`src/rtl/uart_rx_pkg.sv`:
```
// Shared state encoding, parity-type and prescale constants for the UART receive controller.
package uart_rx_pkg;

  typedef enum logic [2:0] {
    IDLE   = 3'd0,
    START  = 3'd1,
    DATA   = 3'd2,
    PARITY = 3'd3,
    STOP   = 3'd4
  } rx_state_t;

  localparam logic PAR_EVEN = 1'b0;
  localparam logic PAR_ODD  = 1'b1;

  localparam int unsigned PRESC_8  = 8;
  localparam int unsigned PRESC_16 = 16;
  localparam int unsigned PRESC_32 = 32;

endpackage

```
`src/rtl/uart_rx_edge_bit_counter.sv`:
```
// Oversampling edge counter (0..Prescale-1) and bit counter; both held at zero while disabled.
module uart_rx_edge_bit_counter #(
  parameter int unsigned PRESCALE_WIDTH = 6,
  parameter int unsigned BIT_CNT_WIDTH  = 4
) (
  input  logic                      CLK,
  input  logic                      Reset,
  input  logic                      enable,
  input  logic [PRESCALE_WIDTH-1:0] Prescale,
  output logic [PRESCALE_WIDTH-1:0] edge_cnt,
  output logic [BIT_CNT_WIDTH-1:0]  bit_cnt,
  output logic                      wrap
);

  assign wrap = enable && (edge_cnt == (Prescale - PRESCALE_WIDTH'(1)));

  always_ff @(posedge CLK or negedge Reset) begin
    if (!Reset) begin
      edge_cnt <= '0;
      bit_cnt  <= '0;
    end else if (!enable) begin
      edge_cnt <= '0;
      bit_cnt  <= '0;
    end else if (wrap) begin
      edge_cnt <= '0;
      bit_cnt  <= bit_cnt + BIT_CNT_WIDTH'(1);
    end else begin
      edge_cnt <= edge_cnt + PRESCALE_WIDTH'(1);
    end
  end

endmodule

```
`src/rtl/uart_rx_ctrl.sv`:
```
// UART RX frame controller: start detect, bit sequencing, parity and stop checks.
// Optional break detection output brk_det under UART_RX_BREAK_DET_EN.
import uart_rx_pkg::*;

module uart_rx_ctrl #(
  parameter int unsigned DATA_WIDTH     = 8,
  parameter int unsigned PRESCALE_WIDTH = 6
) (
  input  logic                      CLK,
  input  logic                      Reset,
  input  logic                      RX_IN,
  input  logic [PRESCALE_WIDTH-1:0] Prescale,
  input  logic                      PAR_EN,
  input  logic                      PAR_TYP,
  input  logic                      sampled_data,
  input  logic                      sampled,
  input  logic [DATA_WIDTH-1:0]     P_Data,
`ifdef UART_RX_BREAK_DET_EN
  output logic                      brk_det,
`endif
  output logic [PRESCALE_WIDTH-1:0] edge_cnt,
  output logic                      sample_en,
  output logic                      deser_en,
  output logic                      data_valid,
  output logic                      par_err,
  output logic                      stp_err
);

  localparam int unsigned BIT_W = $clog2(DATA_WIDTH + 3);
  // The bit counter also counts the start bit, so data bit i is count i+1.
  localparam logic [BIT_W-1:0] LAST_DATA_BIT = BIT_W'(DATA_WIDTH);

  rx_state_t                 state;
  logic [PRESCALE_WIDTH-1:0] presc_q;
  logic                      par_en_q;
  logic                      par_typ_q;
  logic [BIT_W-1:0]          bit_cnt;
  logic                      wrap;
  logic                      stop_fault;

  assign sample_en = (state != IDLE);
  assign deser_en  = (state == DATA);

  uart_rx_edge_bit_counter #(
    .PRESCALE_WIDTH(PRESCALE_WIDTH),
    .BIT_CNT_WIDTH (BIT_W)
  ) u_cnt (
    .CLK     (CLK),
    .Reset   (Reset),
    .enable  (sample_en),
    .Prescale(presc_q),
    .edge_cnt(edge_cnt),
    .bit_cnt (bit_cnt),
    .wrap    (wrap)
  );

`ifdef UART_RX_BREAK_DET_EN
  logic is_break;
  assign is_break   = !sampled_data && (P_Data == '0);
  assign stop_fault = !sampled_data && !is_break;

  always_ff @(posedge CLK or negedge Reset) begin
    if (!Reset) brk_det <= 1'b0;
    else        brk_det <= (state == STOP) && sampled && is_break;
  end
`else
  assign stop_fault = !sampled_data;
`endif

  always_ff @(posedge CLK or negedge Reset) begin
    if (!Reset) begin
      state      <= IDLE;
      presc_q    <= '0;
      par_en_q   <= 1'b0;
      par_typ_q  <= 1'b0;
      par_err    <= 1'b0;
      stp_err    <= 1'b0;
      data_valid <= 1'b0;
    end else begin
      data_valid <= 1'b0;
      case (state)
        IDLE: if (!RX_IN) begin
          state     <= START;
          presc_q   <= Prescale;
          par_en_q  <= PAR_EN;
          par_typ_q <= PAR_TYP;
          par_err   <= 1'b0;
          stp_err   <= 1'b0;
        end
        START: begin
          if (sampled && sampled_data) state <= IDLE;
          else if (wrap)               state <= DATA;
        end
        DATA: if (wrap && (bit_cnt == LAST_DATA_BIT)) begin
          state <= par_en_q ? PARITY : STOP;
        end
        PARITY: begin
          if (sampled) par_err <= sampled_data ^ (^P_Data) ^ (par_typ_q == PAR_ODD);
          if (wrap)    state   <= STOP;
        end
        STOP: if (sampled) begin
          // Leave at mid-stop so a back-to-back start edge is never missed.
          stp_err    <= stop_fault;
          data_valid <= !par_err && sampled_data;
          state      <= IDLE;
        end
        default: state <= IDLE;
      endcase
    end
  end

endmodule

```
`config.mk`:
```
export PLATFORM = sky130hd
export DESIGN_NAME = uart_rx_ctrl
export DESIGN_NICKNAME = d
export VERILOG_FILES = /design/src/rtl/uart_rx_pkg.sv /design/src/rtl/uart_rx_edge_bit_counter.sv /design/src/rtl/uart_rx_ctrl.sv
export SDC_FILE = /design/constraint.sdc
export NUM_CORES = 1
export LEC_CHECK = 0
export BUFFER_PORTS_ARGS = -buffer_cell sky130_fd_sc_hd__buf_2
export CORE_AREA = 2 2 63 65
export DETAILED_ROUTE_END_ITERATION = 7
export DIE_AREA = 0 0 65 67
export HOLD_SLACK_MARGIN = 0.03
export PLACE_DENSITY = 0.65
export SYNTH_ARGS = -nofsm -noshare
export SYNTH_HDL_FRONTEND = slang
export SYNTH_SLANG_ARGS = --single-unit
```
`constraint.sdc`:
```
create_clock -name CLK -period 2.9 [get_ports CLK]
set_input_delay 0.58 -clock CLK [delete_from_list [all_inputs] [get_ports CLK]]
set_output_delay 0.58 -clock CLK [all_outputs]
set_load 0.02 [all_outputs]
```
==> reports/summary.log <==
qor: outcome.run_status finished clean
qor: synthesis.synth_enable_flop_cells 0
qor: setup_path.reg2regPathDepth 7
qor: clock_tree.post-cts-setup-buffer-count 0
qor: clock_tree.cts.clk_slew.worst_paths 0.09 ns
qor: synthesis.synth_async_sr_flop_share 1.000
qor: drt.drt_first_iter_violations 8
qor: timing.min_period 2.241 ns
qor: timing.rsz_0062_raised_after_global_routing false
qor: timing.timing.clock.skew 0.003459 ns
qor: setup_path.worstPathRequired 3.09 ns
qor: clock_tree.postCtsHoldBufs 0
qor: power.power_per_cell_area 974.3 nW/um2
qor: global_routing.first_global_vias 1,094
qor: synthesis.synthesis.area_per_instance 10.09 um2
qor: global_routing.globalRouteOverflowTotal 0
qor: clock_tree.clockBufferDepth 2
qor: timing.timing.final.hold_violations 0
qor: drt.totalWireLength 2908 um
qor: clock_tree.ctsRootBufferMaster sky130_fd_sc_hd__clkbuf_8
qor: setup_path.path_class reg2reg
qor: finish.final_cell_mix sky130_fd_sc_hd__buf_2 (31), sky130_fd_sc_hd__dfrtp_1 (24), sky130_fd_sc_hd__xnor2_1 (14)
qor: setup_path.timing.critical_path.from presc_q[0]
qor: finish.fin_nets 198
qor: drt.drt_pre_antenna_iters 4
qor: power.part_of_the_total_power_dissipated_in_the_clock_network 0.180
qor: floorplan.die_x 65 um
qor: floorplan.fp.dieArea 4355 um2
qor: finish.drive_gt1_frac 0.2907
qor: timing.accumulated_negative_setup_slack 0 ns
qor: global_routing.pin_count_of_the_biggest_net_entering_global_routing 25
qor: setup_path.critical_path.reg2reg.endpoint u_cnt.bit_cnt[3]
qor: drt.detail-route-antenna-nets 0
qor: finish.antenna_cells_inserted 0
qor: clock_tree.inserted_clock_buffers 3
qor: floorplan.rows 22
qor: power.post-layout-total-power 1.633 mW
qor: floorplan.core_area 3606 um2
qor: global_routing.grt_antenna_before_repair 0
qor: clock_tree.cts_tree yes
qor: clock_tree.htree_num_levels 1
qor: synthesis.dominantRegCellSynth sky130_fd_sc_hd__dfrtp_1
qor: hold_path.timing.hold.worst.class in2async
qor: timing.final.period_utilization 0.7728
qor: clock_tree.clkLatencyLatePin 0.27 ns
qor: finish.layout_commonest_cell sky130_fd_sc_hd__buf_2
qor: synthesis.syn_std_cell_area 1393 um2
qor: synthesis.synthDistinctLibCells 38
qor: power.seqPwrFrac 0.357
qor: place.number_of_i_o_port_buffers 31
qor: setup_path.worstPathCellList inv_1, ha_1, nor2b_1, or3_1, a31o_1, or4_1, a21oi_1
qor: setup_path.cpPeakStageDelay 0.52 ns
qor: timing.maxClockFrequency 446.2 MHz
qor: power.vdd.ir_drop.worst 0.0004876 V
qor: clock_tree.cts_sinks 24
qor: power.power_switching_share 0.4111
qor: power.p_leak 0.7582 nW
qor: drt.route.detailed.wl_per_inst 13.22 um
qor: synthesis.synth_warnings 0
qor: setup_path.arrival 2.43 ns
qor: timing.timing_max_transition_violations_final 0
qor: clock_tree.cts-resized-gates 0
qor: drt.routed-via-count 1,121
qor: place.routabilityCongestion 0.8529
qor: setup_path.reg2reg_from presc_q[0]
qor: floorplan.die_h 67 um
qor: drt.routed_via_density 5.095
qor: power.power.switching 0.6715 mW
qor: timing.relSlewSlack 0.6457
qor: drt.post-route-drc-count 0
qor: finish.area_delta_synth_final 20.40%
qor: setup_path.timing.critical_path.to u_cnt.bit_cnt[3]
qor: synthesis.yosysSeqAreaShare 0.4313
qor: floorplan.floorplan.initialDensity 0.3862
qor: global_routing.groute.usage.overall 0.1479
qor: place.detailed_place_hpwl 2258 um
qor: synthesis.synth.net_count 163
qor: finish.fill_cells 350
qor: setup_path.regToRegSetupSlack 0.66 ns
qor: timing.count_of_endpoints_failing_setup_in_the_final_report 0
qor: setup_path.critPathLaunchType register
qor: power.cell_internal_pwr 0.9619 mW
qor: timing.tightest_slew 0.5314 ns
qor: setup_path.critical_path.slowest_cell sky130_fd_sc_hd__or4_1
qor: setup_path.cp_max_fo 5
qor: job.max_cap_viol_count 0
qor: power.power.combinational.fraction 0.463
qor: floorplan.boundaryPins 32
qor: setup_path.critical_path.endpoint_type register
qor: synthesis.synth_cells 138
qor: global_routing.first_pass_grt_wire_length 5002 um
qor: synthesis.synth-seq-cells 24
-- power by group through the flow --
| stage | Combinational [mW] | Clock (mW) | Sequential [mW] |
|---|---|---|---|
| 6_report | 0.756 | 0.294 | 0.583 |
| 5_1_grt | 0.834 | 0.314 | 0.603 |
| 4_1_cts | 0.761 | 0.303 | 0.583 |
| 3_5_place_dp | 0.756 | 0 | 0.589 |
| 3_3_place_gp | 0.726 | 0 | 0.584 |
| 2_1_floorplan | 0.573 | 0 | 0.575 |
-- cells in the mapped netlist (2+ instances only) --
cell                       instances  area share
sky130_fd_sc_hd__a21oi_1           4       0.014
sky130_fd_sc_hd__a22o_1            2       0.013
sky130_fd_sc_hd__a31o_2            2       0.013
sky130_fd_sc_hd__a31oi_1           3       0.013
sky130_fd_sc_hd__clkbuf_1          2      0.0054
sky130_fd_sc_hd__dfrtp_1          24        0.43
sky130_fd_sc_hd__ha_1              4       0.036
sky130_fd_sc_hd__inv_1             6       0.016
sky130_fd_sc_hd__mux2_2            7       0.057
sky130_fd_sc_hd__nand2_1           9       0.024
sky130_fd_sc_hd__nand3_1           7       0.025
sky130_fd_sc_hd__nor2_1            7       0.019
sky130_fd_sc_hd__nor2b_1           5       0.022
sky130_fd_sc_hd__nor3_1            8       0.029
sky130_fd_sc_hd__o21ai_0           8       0.029
sky130_fd_sc_hd__xnor2_1          14       0.088
sky130_fd_sc_hd__xor2_1            5       0.031
-- metal layers --
metal,track usage,vias up,wire length [um]
met3,0.02703,4,138
met5,0,-,0
met1,0.1781,528,1295
met2,0.2693,24,1444
li1,-,565,-
met4,0.03989,0,30
-- layout make-up --
type                       instances  area (um2)  area share
multi-input combinational        105       752.0      0.4485
timing repair buffer              33       170.2      0.1015
sequential                        24       600.6      0.3582
inverter                           6       22.52     0.01343
tap                               48       60.06     0.03582
clock inverter                     1       30.03     0.01791
clock buffer                       3       41.29     0.02463
-- worst min path at each step --
stage | from | end | cells past startpoint
after floorplan | Reset | data_valid | 0
after global placement | par_err | data_valid | 1
after detailed placement | par_err | data_valid | 1
after CTS | Reset | u_cnt.edge_cnt[2] | 1
after global routing | Reset | u_cnt.edge_cnt[5] | 1
final | Reset | u_cnt.edge_cnt[5] | 1
-- cells by family after synthesis --
family,count (synthesis),synth area share
fa+ha+maj,4,0.03594
simple gates,48,0.1941
xor+xnor,19,0.1195
compound gates,27,0.1339
mux,7,0.05661
flops,24,0.4313
buf+inv,9,0.02875
-- worst max-delay path: cells and delay by family, from the launching register on --
kind	cells	cell delay, ns
buffers and inverters	1	0.08
and+or+nand+nor	3	1.02
adders and majority gates	1	0.24
AOI/OAI and AO/OA	2	0.43
DFF	1	0.41
-- metrics by stage --
| stage | instance area (um2) | utilization | setup WS [ns] | cells | hold WS (ns) |
|---|---|---|---|---|---|
| after floorplan | 1393 | - | 0.8206 | 138 | 0.2844 |
| after global placement | 1605 | 0.4452 | 0.7789 | 216 | 0.4617 |
| after detailed placement | 1605 | 0.4452 | 0.6991 | 216 | 0.4789 |
| after CTS | 1677 | 0.4650 | 0.6754 | 220 | 0.2965 |
| after global routing | 1677 | 0.4650 | 0.5760 | 220 | 0.3193 |
| final | 1677 | 0.4650 | 0.6590 | 220 | 0.2802 |
-- sequential cells by signal, indices dropped and copies added, names as in the netlist --
register / flops
presc_q: 6
u_cnt.edge_cnt: 6
u_cnt.bit_cnt: 4
state: 3
data_valid: 1
par_en_q: 1
par_err: 1
par_typ_q: 1
stp_err: 1
Power figures use the tool's default switching activity.
